<file path="src/rtl/cell_pos_pkg.sv">
// Shared definitions for the per-cell position reader: record layout,
// fixed memory map / latency and the controller state encoding.
package cell_pos_pkg;

  localparam int POS_WIDTH  = 32;
  localparam int DATA_WIDTH = 3 * POS_WIDTH;

  localparam int POSX_LSB = 0;
  localparam int POSY_LSB = POS_WIDTH;
  localparam int POSZ_LSB = 2 * POS_WIDTH;

  localparam int COUNT_ADDR = 0;
  localparam int RD_LATENCY = 2;

  typedef enum logic [2:0] {
    IDLE,
    CNT_WAIT,
    STREAM,
    DRAIN,
    DONE
  } state_t;

  function automatic logic [DATA_WIDTH-1:0] pack_pos(input logic [POS_WIDTH-1:0] x,
                                                     input logic [POS_WIDTH-1:0] y,
                                                     input logic [POS_WIDTH-1:0] z);
    return {z, y, x};
  endfunction

endpackage

</file>
<file path="src/rtl/pos_stream_fifo.sv">
// Synchronous FIFO whose head entry lives in an output register; level counts
// the head plus the DEPTH-1 entries of backing storage.
module pos_stream_fifo #(
  parameter int WIDTH = 105,
  parameter int DEPTH = 4
) (
  input  logic                       clock,
  input  logic                       rst,
  input  logic                       wr_en,
  input  logic [WIDTH-1:0]           wr_data,
  input  logic                       rd_ready,
  output logic                       rd_valid,
  output logic [WIDTH-1:0]           rd_data,
  output logic [$clog2(DEPTH+1)-1:0] level
);

  localparam int STORE = DEPTH - 1;
  localparam int PTR_W = (STORE > 1) ? $clog2(STORE) : 1;
  localparam int LVL_W = $clog2(DEPTH + 1);

  logic [WIDTH-1:0] mem [STORE];
  logic [PTR_W-1:0] wr_ptr;
  logic [PTR_W-1:0] rd_ptr;
  logic [LVL_W-1:0] st_cnt;
  logic             head_valid;
  logic [WIDTH-1:0] head_data;

  logic pop;
  logic head_load;
  logic st_pop;
  logic st_push;
  logic bypass;

  function automatic logic [PTR_W-1:0] next_ptr(input logic [PTR_W-1:0] p);
    return (p == PTR_W'(STORE - 1)) ? '0 : p + PTR_W'(1);
  endfunction

  // NOTE: every signal gets a default at the top of always_comb so no path can infer a latch.
  always_comb begin
    pop       = head_valid && rd_ready;
    head_load = !head_valid || pop;
    st_pop    = head_load && (st_cnt != '0);
    bypass    = head_load && (st_cnt == '0) && wr_en;
    st_push   = wr_en && !bypass;
  end

  // NOTE: sequential state uses non-blocking assignments so all registers update together.
  always_ff @(posedge clock or posedge rst) begin
    if (rst) begin
      head_valid <= 1'b0;
      head_data  <= '0;
      wr_ptr     <= '0;
      rd_ptr     <= '0;
      st_cnt     <= '0;
    end else begin
      if (head_load) begin
        if (st_pop) begin
          head_data  <= mem[rd_ptr];
          head_valid <= 1'b1;
        end else if (bypass) begin
          head_data  <= wr_data;
          head_valid <= 1'b1;
        end else begin
          head_valid <= 1'b0;
        end
      end
      if (st_push) wr_ptr <= next_ptr(wr_ptr);
      if (st_pop)  rd_ptr <= next_ptr(rd_ptr);
      case ({st_push, st_pop})
        2'b10:   st_cnt <= st_cnt + LVL_W'(1);
        2'b01:   st_cnt <= st_cnt - LVL_W'(1);
        default: st_cnt <= st_cnt;
      endcase
    end
  end

  // NOTE: storage array has no reset; pointers and count alone define which entries are live.
  always_ff @(posedge clock) begin
    if (st_push) mem[wr_ptr] <= wr_data;
  end

  assign rd_valid = head_valid;
  assign rd_data  = head_data;
  assign level    = st_cnt + LVL_W'(head_valid);

endmodule

</file>
<file path="src/rtl/cell_pos_reader.sv">
// Reads the particle count from address 0 of a cell memory, then streams
// records 1..N out over valid/ready with credit-limited read issue.
module cell_pos_reader
  import cell_pos_pkg::state_t, cell_pos_pkg::IDLE, cell_pos_pkg::CNT_WAIT,
         cell_pos_pkg::STREAM, cell_pos_pkg::DRAIN, cell_pos_pkg::DONE,
         cell_pos_pkg::COUNT_ADDR;
#(
  parameter int DATA_WIDTH   = cell_pos_pkg::DATA_WIDTH,
  parameter int ADDR_WIDTH   = 8,
  parameter int PARTICLE_NUM = 220,
  parameter int RD_LATENCY   = cell_pos_pkg::RD_LATENCY,
  parameter int FIFO_DEPTH   = 4
) (
  input  logic                  clock,
  input  logic                  rst,
  input  logic                  start,
  output logic                  busy,
  output logic                  done,
  output logic [ADDR_WIDTH-1:0] particle_count,
  output logic                  count_err,
  output logic [ADDR_WIDTH-1:0] cell_address,
  output logic                  cell_rden,
  output logic                  cell_wren,
  output logic [DATA_WIDTH-1:0] cell_data,
  input  logic [DATA_WIDTH-1:0] cell_q,
  output logic [DATA_WIDTH-1:0] out_pos,
  output logic [ADDR_WIDTH-1:0] out_index,
  output logic                  out_last,
  output logic                  out_valid,
  input  logic                  out_ready
);

  localparam int REC_W  = DATA_WIDTH + ADDR_WIDTH + 1;
  localparam int LVL_W  = $clog2(FIFO_DEPTH + 1);
  localparam int IF_W   = $clog2(RD_LATENCY + 1);
  localparam int WAIT_W = $clog2(RD_LATENCY + 1);
  localparam logic [ADDR_WIDTH-1:0] CNT_MAX = ADDR_WIDTH'(PARTICLE_NUM - 1);

  if (FIFO_DEPTH < RD_LATENCY + 1) begin : g_depth_check
    $error("cell_pos_reader: FIFO_DEPTH must be at least RD_LATENCY+1");
  end

  typedef struct packed {
    logic                  valid;
    logic                  last;
    logic [ADDR_WIDTH-1:0] idx;
  } tag_t;

  state_t                state, state_nxt;
  logic [ADDR_WIDTH-1:0] rd_ptr;
  logic [ADDR_WIDTH-1:0] addr_q;
  logic [WAIT_W-1:0]     wait_cnt;
  tag_t                  tags [RD_LATENCY];
  logic [IF_W-1:0]       in_flight;
  logic [LVL_W-1:0]      fifo_level;
  logic [REC_W-1:0]      head_data;

  logic                  start_ok;
  logic                  credit_ok;
  logic                  cnt_latch;
  logic                  fifo_pop;
  logic [ADDR_WIDTH-1:0] raw_count;
  logic                  count_over;
  logic                  issue;
  logic                  issue_last;
  logic [ADDR_WIDTH-1:0] issue_addr;

  // A start sampled while rst is high must not reach the memory port.
  assign start_ok   = start && !rst;
  assign raw_count  = cell_q[ADDR_WIDTH-1:0];
  assign count_over = raw_count > CNT_MAX;
  assign cnt_latch  = (state == CNT_WAIT) && (wait_cnt == WAIT_W'(RD_LATENCY - 1));
  assign fifo_pop   = out_valid && out_ready;
  assign credit_ok  = (int'(in_flight) + int'(fifo_level)) < FIFO_DEPTH;

  always_comb begin
    in_flight = '0;
    for (int i = 0; i < RD_LATENCY; i++) begin
      in_flight = in_flight + IF_W'(tags[i].valid);
    end
  end

  always_comb begin
    state_nxt  = state;
    issue      = 1'b0;
    issue_last = 1'b0;
    issue_addr = addr_q;
    case (state)
      IDLE: begin
        if (start_ok) begin
          issue      = 1'b1;
          issue_addr = ADDR_WIDTH'(COUNT_ADDR);
          state_nxt  = CNT_WAIT;
        end
      end
      CNT_WAIT: begin
        if (cnt_latch) state_nxt = (raw_count == '0) ? DONE : STREAM;
      end
      STREAM: begin
        if (credit_ok) begin
          issue      = 1'b1;
          issue_addr = rd_ptr;
          issue_last = (rd_ptr == particle_count);
          if (rd_ptr == particle_count) state_nxt = DRAIN;
        end
      end
      DRAIN: begin
        // Leave as soon as the final record is leaving the output register.
        if (in_flight == '0 &&
            (fifo_level == '0 || (fifo_level == LVL_W'(1) && fifo_pop))) begin
          state_nxt = DONE;
        end
      end
      DONE:    state_nxt = IDLE;
      default: state_nxt = IDLE;
    endcase
  end

  always_ff @(posedge clock or posedge rst) begin
    if (rst) begin
      state          <= IDLE;
      rd_ptr         <= '0;
      addr_q         <= '0;
      wait_cnt       <= '0;
      particle_count <= '0;
      count_err      <= 1'b0;
      for (int i = 0; i < RD_LATENCY; i++) tags[i] <= '0;
    end else begin
      state <= state_nxt;
      if (issue) addr_q <= issue_addr;
      wait_cnt <= (state == CNT_WAIT) ? wait_cnt + WAIT_W'(1) : '0;

      if (state == IDLE && start_ok) count_err <= 1'b0;
      if (cnt_latch) begin
        particle_count <= count_over ? CNT_MAX : raw_count;
        count_err      <= count_over;
        rd_ptr         <= ADDR_WIDTH'(1);
      end else if (state == STREAM && issue) begin
        rd_ptr <= rd_ptr + ADDR_WIDTH'(1);
      end

      // Only record reads are tagged; the count read is handled by CNT_WAIT.
      tags[0] <= '{valid: issue && (state == STREAM), last: issue_last, idx: issue_addr};
      for (int i = 1; i < RD_LATENCY; i++) tags[i] <= tags[i-1];
    end
  end

  pos_stream_fifo #(
    .WIDTH (REC_W),
    .DEPTH (FIFO_DEPTH)
  ) u_fifo (
    .clock    (clock),
    .rst      (rst),
    .wr_en    (tags[RD_LATENCY-1].valid),
    .wr_data  ({tags[RD_LATENCY-1].last, tags[RD_LATENCY-1].idx, cell_q}),
    .rd_ready (out_ready),
    .rd_valid (out_valid),
    .rd_data  (head_data),
    .level    (fifo_level)
  );

  assign {out_last, out_index, out_pos} = head_data;

  assign busy         = (state == CNT_WAIT) || (state == STREAM) || (state == DRAIN);
  assign done         = (state == DONE);
  assign cell_rden    = issue;
  assign cell_address = issue_addr;
  assign cell_wren    = 1'b0;
  assign cell_data    = '0;

endmodule

</file>
<file path="config.mk">
export PLATFORM = sky130hd
export DESIGN_NAME = cell_pos_reader
export DESIGN_NICKNAME = d
export VERILOG_FILES = /design/src/rtl/cell_pos_pkg.sv /design/src/rtl/pos_stream_fifo.sv /design/src/rtl/cell_pos_reader.sv
export SDC_FILE = /design/constraint.sdc
export NUM_CORES = 1
export LEC_CHECK = 0
export CAP_MARGIN = 10
export CORE_MARGIN = 2
export CORE_UTILIZATION = 35
export DETAILED_ROUTE_END_ITERATION = 6
export HOLD_SLACK_MARGIN = 0.05
export PLACE_DENSITY = 0.67
export SLEW_MARGIN = 20
export SYNTH_ARGS = -nofsm -noshare
export SYNTH_HDL_FRONTEND = slang
export SYNTH_SLANG_ARGS = --single-unit
export TNS_END_PERCENT = 30
</file>
<file path="constraint.sdc">
create_clock -name clock -period 12.6 [get_ports clock]
set_input_delay 1.26 -clock clock [delete_from_list [all_inputs] [get_ports clock]]
set_output_delay 1.26 -clock clock [all_outputs]
set_load 0.03 [all_outputs]
</file>
==> Word-level counts from Yosys, hierarchy flattened <==
Memory sizes are Yosys's and may differ from the RTL's.
Cells that the tools add are included.
{ "word_totals": {"out_inout_bits": 223, "reg_bits": 163, "in_bits": 100, "romBits": 0, "ramBits": 315, "word_cells": 105, "latchBits": 0, "memories": 1} }
{ "classes": {"shift": 0, "div_mod_pow": 0, "n_eq_ne": 16, "n_reduce_logical": 30, "add_sub_neg": 9, "multipliers": 0, "magnitude_cmp": 2, "n_mux": 30, "n_bitwise": 0} }
{ "memory_table": {"columns": ["name", "words", "word_bits", "read_ports", "rd_ports_with_merged_regs", "write_ports", "line_no", "text"], "rows": [
  ["u_fifo.mem", 3, 105, 1, 0, 1, "pos_stream_fifo.sv:21", "logic [WIDTH-1:0] mem [STORE];"]
]} }
{ "ops": {"columns": ["op", "n"], "rows": [
  ["2-to-1 mux 105 bit", 2],
  ["2-to-1 mux 8 bit", 5],
  ["2-to-1 mux 3 bit", 6],
  ["one-hot mux 8 bit (2 select lines)", 1],
  ["one-hot mux 3 bit (4 select lines)", 1],
  ["logical AND 1 bit", 11],
  ["2-to-1 mux 1 bit", 10],
  ["!= test 2 bit, second input constant", 5],
  ["zero test 3 bit", 3],
  ["adder 8 x 1 -> 8 bit, second input constant", 1],
  ["equality test 8 bit", 1],
  ["> comparator 8 bit, second input constant", 1],
  ["zero test 8 bit", 1],
  ["nonzero test 2 bit", 4],
  ["adder 2 x 1 -> 2 bit, second input constant", 3],
  ["equality test 2 bit, second input constant", 3],
  ["equality test 3 x 1 -> 1 bit, second input constant", 2],
  ["equality test 3 x 2 -> 1 bit, second input constant", 2],
  ["2-to-1 mux 2 bit", 3],
  ["one-hot mux 3 bit (2 select lines)", 1],
  ["AND reduction 5 bit", 1],
  ["adder 2 x 3 -> 4 bit", 1],
  ["equality test 2 x 1 -> 1 bit, second input constant", 2],
  ["logical OR 1 bit", 4],
  ["other kinds (11)", 13]
]} }

==> Longest topological paths before layout <==
Gate-level depths: netlist of run 1.
{ "logic_depth": {"depth_word": 8, "ltp_mapped": 10, "depth_no_buf": 9} }

==> By module <==
From an unflattened synthesis of run 1, not the netlist that was laid out.
{ "unflattened": {"hier_cells": 1456, "area_unflattened_um2": 20742.4} }
{ "by_module_without_submodules": {"columns": ["module", "cells_per_inst", "n_inst", "seq_area_each_um2", "area_each_um2"], "rows": [
  ["pos_stream_fifo", 1166, 1, 12286.8, 17855.9],
  ["cell_pos_reader", 290, 1, 1251.2, 2886.5]
]} }

==> Worst setup path after synthesis of run 1 <==
OpenSTA, ideal clock, no wires.
{ "synth_timing": {"path_kind": "in2reg", "startpoint": "input port out_ready", "endpoint": "memory u_fifo.mem[1][0] (enable)", "t_arrival_ns": 9.385, "cell_stages": 3, "path_buffers": 0, "setup_time_ns": 0.722, "t_required_ns": 11.878, "setup_slack_ns": 2.494, "cell_sequence": "nor2b_1 o21ai_1 nor3b_1"} }
{ "synth_between": {"elab_chain_len": 8} }
{ "synth_rtl": {"columns": ["item", "line_no", "text"], "rows": [
  ["from (decl)", "cell_pos_reader.sv:30", "input logic out_ready"],
  ["logical AND 1 bit", "pos_stream_fifo.sv:40", "pop = head_valid && rd_ready;"],
  ["logical OR 1 bit", "pos_stream_fifo.sv:41", "head_load = !head_valid || pop;"],
  ["logical AND 1 bit (2 in a row)", "pos_stream_fifo.sv:43", "bypass = head_load && (st_cnt == '0) && wr_en;"],
  ["zero test 1 bit", "pos_stream_fifo.sv:44", "st_push = wr_en && !bypass;"],
  ["logical AND 1 bit", "pos_stream_fifo.sv:44", null],
  ["2-to-1 mux 1 bit", "pos_stream_fifo.sv:79", "if (st_push) mem[wr_ptr] <= wr_data;"],
  ["2-to-1 mux 1 bit (implied by the code)", "pos_stream_fifo.sv:79", null],
  ["to (decl)", "pos_stream_fifo.sv:21", null]
]} }
No other way between the ends.

==> Final worst setup path of run 1 <==
{ "layout_timing": {"startpoint": "register u_fifo.head_valid (netlist: u_fifo.rd_valid)", "endpoint": "output port cell_address[1]"} }
{ "layout_between": {"elab_chain_len": 5} }
{ "layout_rtl": {"columns": ["item", "line_no", "text"], "rows": [
  ["from (decl)", "pos_stream_fifo.sv:25", "logic head_valid;"],
  ["from (signal assigned)", "pos_stream_fifo.sv:50", "head_valid <= 1'b0;"],
  ["from (signal assigned)", "pos_stream_fifo.sv:59", "head_valid <= 1'b1;"],
  ["from (signal assigned)", "pos_stream_fifo.sv:62", "head_valid <= 1'b1;"],
  ["adder 3 x 1 -> 3 bit", "pos_stream_fifo.sv:84", "assign level = st_cnt + LVL_W'(head_valid);"],
  ["adder 2 x 3 -> 4 bit", "cell_pos_reader.sv:74", "assign credit_ok = (int'(in_flight) + int'(fifo_level)) < FIFO_DEPTH;"],
  ["< comparator 4 x 3 -> 1 bit", "cell_pos_reader.sv:74", null],
  ["2-to-1 mux 8 bit", "cell_pos_reader.sv:100", "if (credit_ok) begin"],
  ["one-hot mux 8 bit (2 select lines)", "cell_pos_reader.sv:88", "case (state)"],
  ["to (decl)", "cell_pos_reader.sv:21", "output logic [ADDR_WIDTH-1:0] cell_address,"]
]} }
No other way between the ends.

==> results.ini, run 1 <==
[routing]
via_per_inst=4.68
ant_nets=0
drt_iter0_markers=547
first_pass_iters=5
post_drt_wl_per_cell_um=17.6
dr_total_vias=11429
drc_errors=0
wl_um=43000

[sta]
slew_violations=0
period_minus_slack_ns=5.37
rsz0062_at_grt=false
setup_viol=0
fin_crit_sh_pct=42.6
max_freq_mhz=186
worst_pin_slew_ns=1.08
hold_slack_ns=0.352
fin_skew_ns=0.0187
setup_tns_ns=0
timing.final.ws_setup_ns=7.23
maxSlewHeadroom_pct=27.7
hold_viol=0

[global_routing]
grt_max_degree=114
grt-ovfl-total=0
grt_pass1_vias=11572
antenna_found_initial=4
track_usage_pct=14.6
grt_pass1_wl_um=65700

[place]
dpl.hpwl_um=25600
portBuffers=225
pre_cts_slack_ns=7.76
dp.cells=2346
gp_congestion=0.779
dpl_cell_area_sq_um=22200

[synthesis]
synthFlopType=edfxtp_1
synth_area_sq_um=19600
synth_seq_cells=478
async_reset_ff_share_pct=34.1
synth_cell_type_count=58
synth_top_area_cell=edfxtp_1
synth_edf_count=315
synth_area_per_cell_sq_um=13.6
syn_inst=1437
synth_top_area_share_pct=48.3
synth-seq-area-share_pct=69.1
synth_warnings=0
synthTopCellsByArea=edfxtp_1 (48%), dfrtp_1 (21%), mux2i_1 (9.2%), buf_4 (4.3%), nand2_1 (4.3%)

[worst_setup_path]
r2r_setup_slack_ns=9.20
cp-start-kind=register
arrival_ns=4.11
cp_max_fo=23
critical_path_class=register to output port
critPathLaunch=u_fifo.rd_valid
regToRegStartpoint=u_fifo.rd_valid
cp-end-kind=output port
required_ns=11.34

[pwr]
vdd.ir_drop.worst_mv=0.148
pwr-share-seq_pct=39.1
p_int_mw=3.68
total_power_mw=5.70
power_density_nw_per_um2=239
power_frac_comb_pct=34.3
switching_share_pct=35.4
net-switching-power_mw=2.02
clkPwrFrac_pct=26.7
p_leak_nw=9.10

[floorplanning]
ios=323
initial_core_util_pct=35.5
row_count=86
floorplan.die.height_um=241
die_x_um=241
dieArea_sq_um=57900
core_sq_um=55200

[run_status]
outcome=finished, final reports clean

[clock_network]
clk_pin_slew_worst_paths_ns=0.06
cts_max_path_buffers=3
cts_setup_buffers=0
cts_buffers=50
htree_levels=2
cts_sinks=478
cts_tree=yes
hold_buffers=0
clkLatencyLatePin_ns=0.58
cts_resized=0
clockRootBuffer=clkbuf_16

[layout]
fin_nets=1759
area_growth_pct=21.9
num-fill-cells=5051
final_cell_count_no_fill=2441
layout_commonest_cell=edfxtp_1
layout-drive-gt1-share_pct=6.45
fin_area_sq_um=23900
fin_util_pct=43.3
multiInputGateArea_sq_um=5260
register_area_sq_um=13500
final_cell_mix=edfxtp_1 (315), clkdlybuf4s50_1 (225), nand2_1 (224)

[min_path]
holdCritStartpoint=tags[17]
min_path_type=register to register

[job]
cap_viol_max_count=0

==> cells in the mapped netlist, types with 4 or more instances <==
cell type / number
a21oi_1: 21
a22o_1: 29
a2bb2oi_1: 5
buf_2: 27
buf_4: 112
clkbuf_1: 31
dfrtp_1: 163
edfxtp_1: 315
ha_1: 8
inv_1: 13
mux2i_1: 181
nand2_1: 224
nand3_1: 4
nor2_1: 21
nor3_1: 6
nor4_1: 6
o21ai_0: 156
o21ai_1: 28
o22a_1: 5
o22ai_1: 13
o31ai_1: 4
xor2_1: 10
==> power groups by stage <==
stage,sequential (mW),combinational (mW),clock [mW]
2_1_floorplan,2.55,0.999,0
3_3_place_gp,2.25,1.95,0
3_5_place_dp,2.26,1.98,0
4_1_cts,2.23,1.98,1.56
5_1_grt,2.27,2.12,1.62
6_report,2.23,1.95,1.52
==> sequential cells by signal, indices dropped and copies added, names as in the netlist, 2 cells and up <==
| signal | flops |
|---|---|
| u_fifo.rd_ptr | 2 |
| particle_count | 8 |
| u_fifo.mem | 315 |
| wait_cnt | 2 |
| tags | 20 |
| rd_ptr | 8 |
| state | 3 |
| u_fifo.rd_data | 105 |
| addr_q | 8 |
| u_fifo.st_cnt | 3 |
| u_fifo.wr_ptr | 2 |
==> critical path, stage by stage (launching register included) <==
cell	delay, ns
dfrtp_1	0.42
ha_1	0.21
ha_1	0.29
ha_1	0.29
a311oi_2	0.31
nand3_2	0.25
inv_1	0.58
nor2_2	0.28
a22o_1	0.28
clkdlybuf4s50_1	0.60
==> layout make-up <==
| class | instances | area share, % |
|---|---|---|
| Sequential cell | 478 | 56.7 |
| Clock buffer | 69 | 5.84 |
| Antenna cell | 2 | 0.0210 |
| Clock inverter | 24 | 1.30 |
| Timing Repair Buffer | 240 | 9.92 |
| Multi-Input combinational cell | 866 | 22.0 |
| Tap cell | 748 | 3.92 |
| Inverter | 14 | 0.272 |
==> path summary, 6_finish.rpt <==
check	end	cells past startpoint
max	cell_address[1]	9
min	tags[7]	0
max reg2reg	u_fifo.rd_data[83]	6
min reg2reg	tags[7]	0
max in group asynchronous	u_fifo.rd_data[34]	3
min in group asynchronous	count_err	2
==> logic make-up after synthesis <==
logic type	Yosys count	synth area share [%]
and+or+nand+nor	288	6.16
adders and majority gates	9	0.613
xor gates and xnor gates	13	0.581
other	1	0.0191
AOI/OAI and AO/OA	278	8.28
DFF	478	69.1
buffers and inverters	189	6.02
muxes	181	9.25
==> per-layer routing <==
layer	up-vias	part of all wire, %	GRT usage (%)
met5	-	0.061	0
met4	4	2.3	4.82
met3	78	7.1	4.15
met2	275	47	24.0
met1	5633	43	18.7
li1	5439	-	-
Power figures use the tool's default switching activity.
==> run 2, diff against run 1 <==
Settings changed: PLACE_DENSITY 0.67 to 0.69.
Clock period 12.6 ns to 4.45 ns, I/O delays scaled along.
==> results.ini, run 2 (synthesized netlist as in run 1, its figures left out) <==
[worst_setup_path]
r2r-end=u_fifo.st_cnt[2]  ; was u_fifo.rd_data[83]
cp-end-kind=output port  ; unchanged
cp_max_fo=17  ; was 23
critical_path_class=register to output port  ; unchanged
required_ns=4.01  ; was 11.34 ns
critPathLaunch=u_fifo.st_cnt[0]  ; was u_fifo.rd_valid
r2r_setup_slack_ns=1.68  ; was 9.20 ns
cp-start-kind=register  ; unchanged
arrival_ns=3.77  ; was 4.11 ns
r2r.worst_path.cells=8  ; was 6
regToRegStartpoint=u_fifo.st_cnt[0]  ; was u_fifo.rd_valid

[layout]
largest_register=u_fifo.mem  ; unchanged
fin_nets=1760  ; was 1759
layout_commonest_cell=edfxtp_1  ; unchanged
diodes=0  ; was 2
fin_util_pct=43.5  ; was 43.3%
num-fill-cells=4981  ; was 5051
final_cell_mix=edfxtp_1 (315), clkdlybuf4s50_1 (225), nand2_1 (224)  ; unchanged
largest_reg_flops=315  ; unchanged
layout-drive-gt1-share_pct=6.85  ; was 6.45%
area_growth_pct=22.5  ; was 21.9%
fin_area_sq_um=24000  ; was 23900 sq um

[pwr]
p_leak_nw=9.15  ; was 9.10 nW
total_power_mw=16.2  ; was 5.70 mW
power_density_nw_per_um2=675  ; was 239 nW/um^2
vdd.ir_drop.worst_mv=0.436  ; was 0.148 mV

[floorplanning]
floorplan.die.height_um=241  ; unchanged
row_count=86  ; unchanged
ios=323  ; unchanged
initial_core_util_pct=35.5  ; unchanged
dieArea_sq_um=57900  ; unchanged
die_x_um=241  ; unchanged
core_sq_um=55200  ; unchanged

[routing]
drc_errors=0  ; unchanged
via_per_inst=4.76  ; was 4.68
dr_total_vias=11608  ; was 11429
drt_iter0_markers=640  ; was 547
post_drt_wl_per_cell_um=17.9  ; was 17.6 um
ant_nets=0  ; unchanged
first_pass_iters=5  ; unchanged
wl_um=43600  ; was 43000 um

[global_routing]
grt-ovfl-total=0  ; unchanged
grt_max_degree=201  ; was 114
grt_pass1_vias=11794  ; was 11572
track_usage_pct=14.8  ; was 14.6%
grt_pass1_wl_um=66200  ; was 65700 um
antenna_found_initial=2  ; was 4

[sta]
worst_pin_slew_ns=1.10  ; was 1.08 ns
fin_crit_sh_pct=94.7
rsz0062_at_grt=false  ; unchanged
maxSlewHeadroom_pct=26.6  ; was 27.7%
hold_viol=0  ; unchanged
slew_violations=0  ; unchanged
max_freq_mhz=237
setup_viol=0  ; unchanged
fin_skew_ns=0.0111  ; was 0.0187 ns
period_minus_slack_ns=4.21

[clock_network]
cts_buffers=51  ; was 50
clockRootBuffer=clkbuf_16  ; unchanged
cts_tree=yes  ; unchanged
clk_pin_slew_worst_paths_ns=0.06  ; about the same
cts_resized=0  ; unchanged
clkLatencyLatePin_ns=0.57  ; was 0.58 ns
cts_max_path_buffers=3  ; unchanged
cts_sinks=478  ; unchanged
hold_buffers=0  ; unchanged
cts_setup_buffers=0  ; unchanged
htree_levels=2  ; unchanged

[min_path]
holdCritStartpoint=tags[14]  ; was tags[17]
whs_endpoint=tags[4]  ; was tags[7]
hold_depth=0  ; unchanged
min_path_type=register to register  ; unchanged

[place]
portBuffers=225  ; unchanged
gp_congestion=0.778  ; was 0.779
dpl.hpwl_um=24600  ; was 25600 um
dpl_cell_area_sq_um=22300  ; was 22200 sq um

[run_status]
outcome=finished, final reports clean  ; unchanged

[job]
cap_viol_max_count=0  ; unchanged

==> run 2: metal layers <==
metal | global-route usage [%] | wire length, um | vias to the layer above
met3 | 3.40 | 2630 | 69
met5 | 0 | 23 | -
met4 | 4.31 | 964 | 4
met2 | 25.0 | 21200 | 282
met1 | 19.0 | 18800 | 5820
li1 | - | - | 5433
==> run 2: where the power goes <==
group	internal, mW	total, mW	switching (mW)
Combinational	2.20	5.68	3.49
Clock	2.61	4.29	1.69
Sequential	5.68	6.23	0.552
Total	10.5	16.2	5.72
==> run 2: final cells by class <==
| type | count | area, sq um | share of cell area, % |
|---|---|---|---|
| Sequential cell | 478 | 13500 | 56.4 |
| Multi-Input combinational cell | 866 | 5290 | 22.0 |
| Timing Repair Buffer | 240 | 2440 | 10.2 |
| Clock buffer | 76 | 1530 | 6.39 |
| Tap cell | 748 | 936 | 3.90 |
| Clock inverter | 19 | 196 | 0.818 |
| Inverter | 14 | 73.8 | 0.307 |
==> run 2: worst max path at each step <==
stage,endpoint,cells past startpoint
2_1_floorplan,u_fifo.mem[2][0],3
3_3_place_gp,cell_address[2],9
3_5_place_dp,cell_address[0],9
4_1_cts,cell_address[0],9
5_1_grt,cell_address[1],9
6_report,cell_address[0],9
==> run 2: critical path, cell delays in order, from the launching register on <==
cell and delay [ns]:
dfrtp_1 0.44, ha_1 0.22, ha_1 0.30, ha_1 0.29, a311oi_2 0.33, nand3_2 0.26
clkinvlp_4 0.24, buf_4 0.24, a22o_1 0.19, clkdlybuf4s50_1 0.68
==> run 2: stage by stage <==
stage               TNS, ns  std cells  setup WS [ns]  hold WS, ns
detailed placement        0       2346          0.806        0.346
finish                    0       2441          0.235        0.358
global placement          0       2346          0.949        0.339
global route              0       2441        0.00649        0.371
CTS                       0       2441          0.162        0.363
floorplan           -459.47       1533          -1.27        0.331
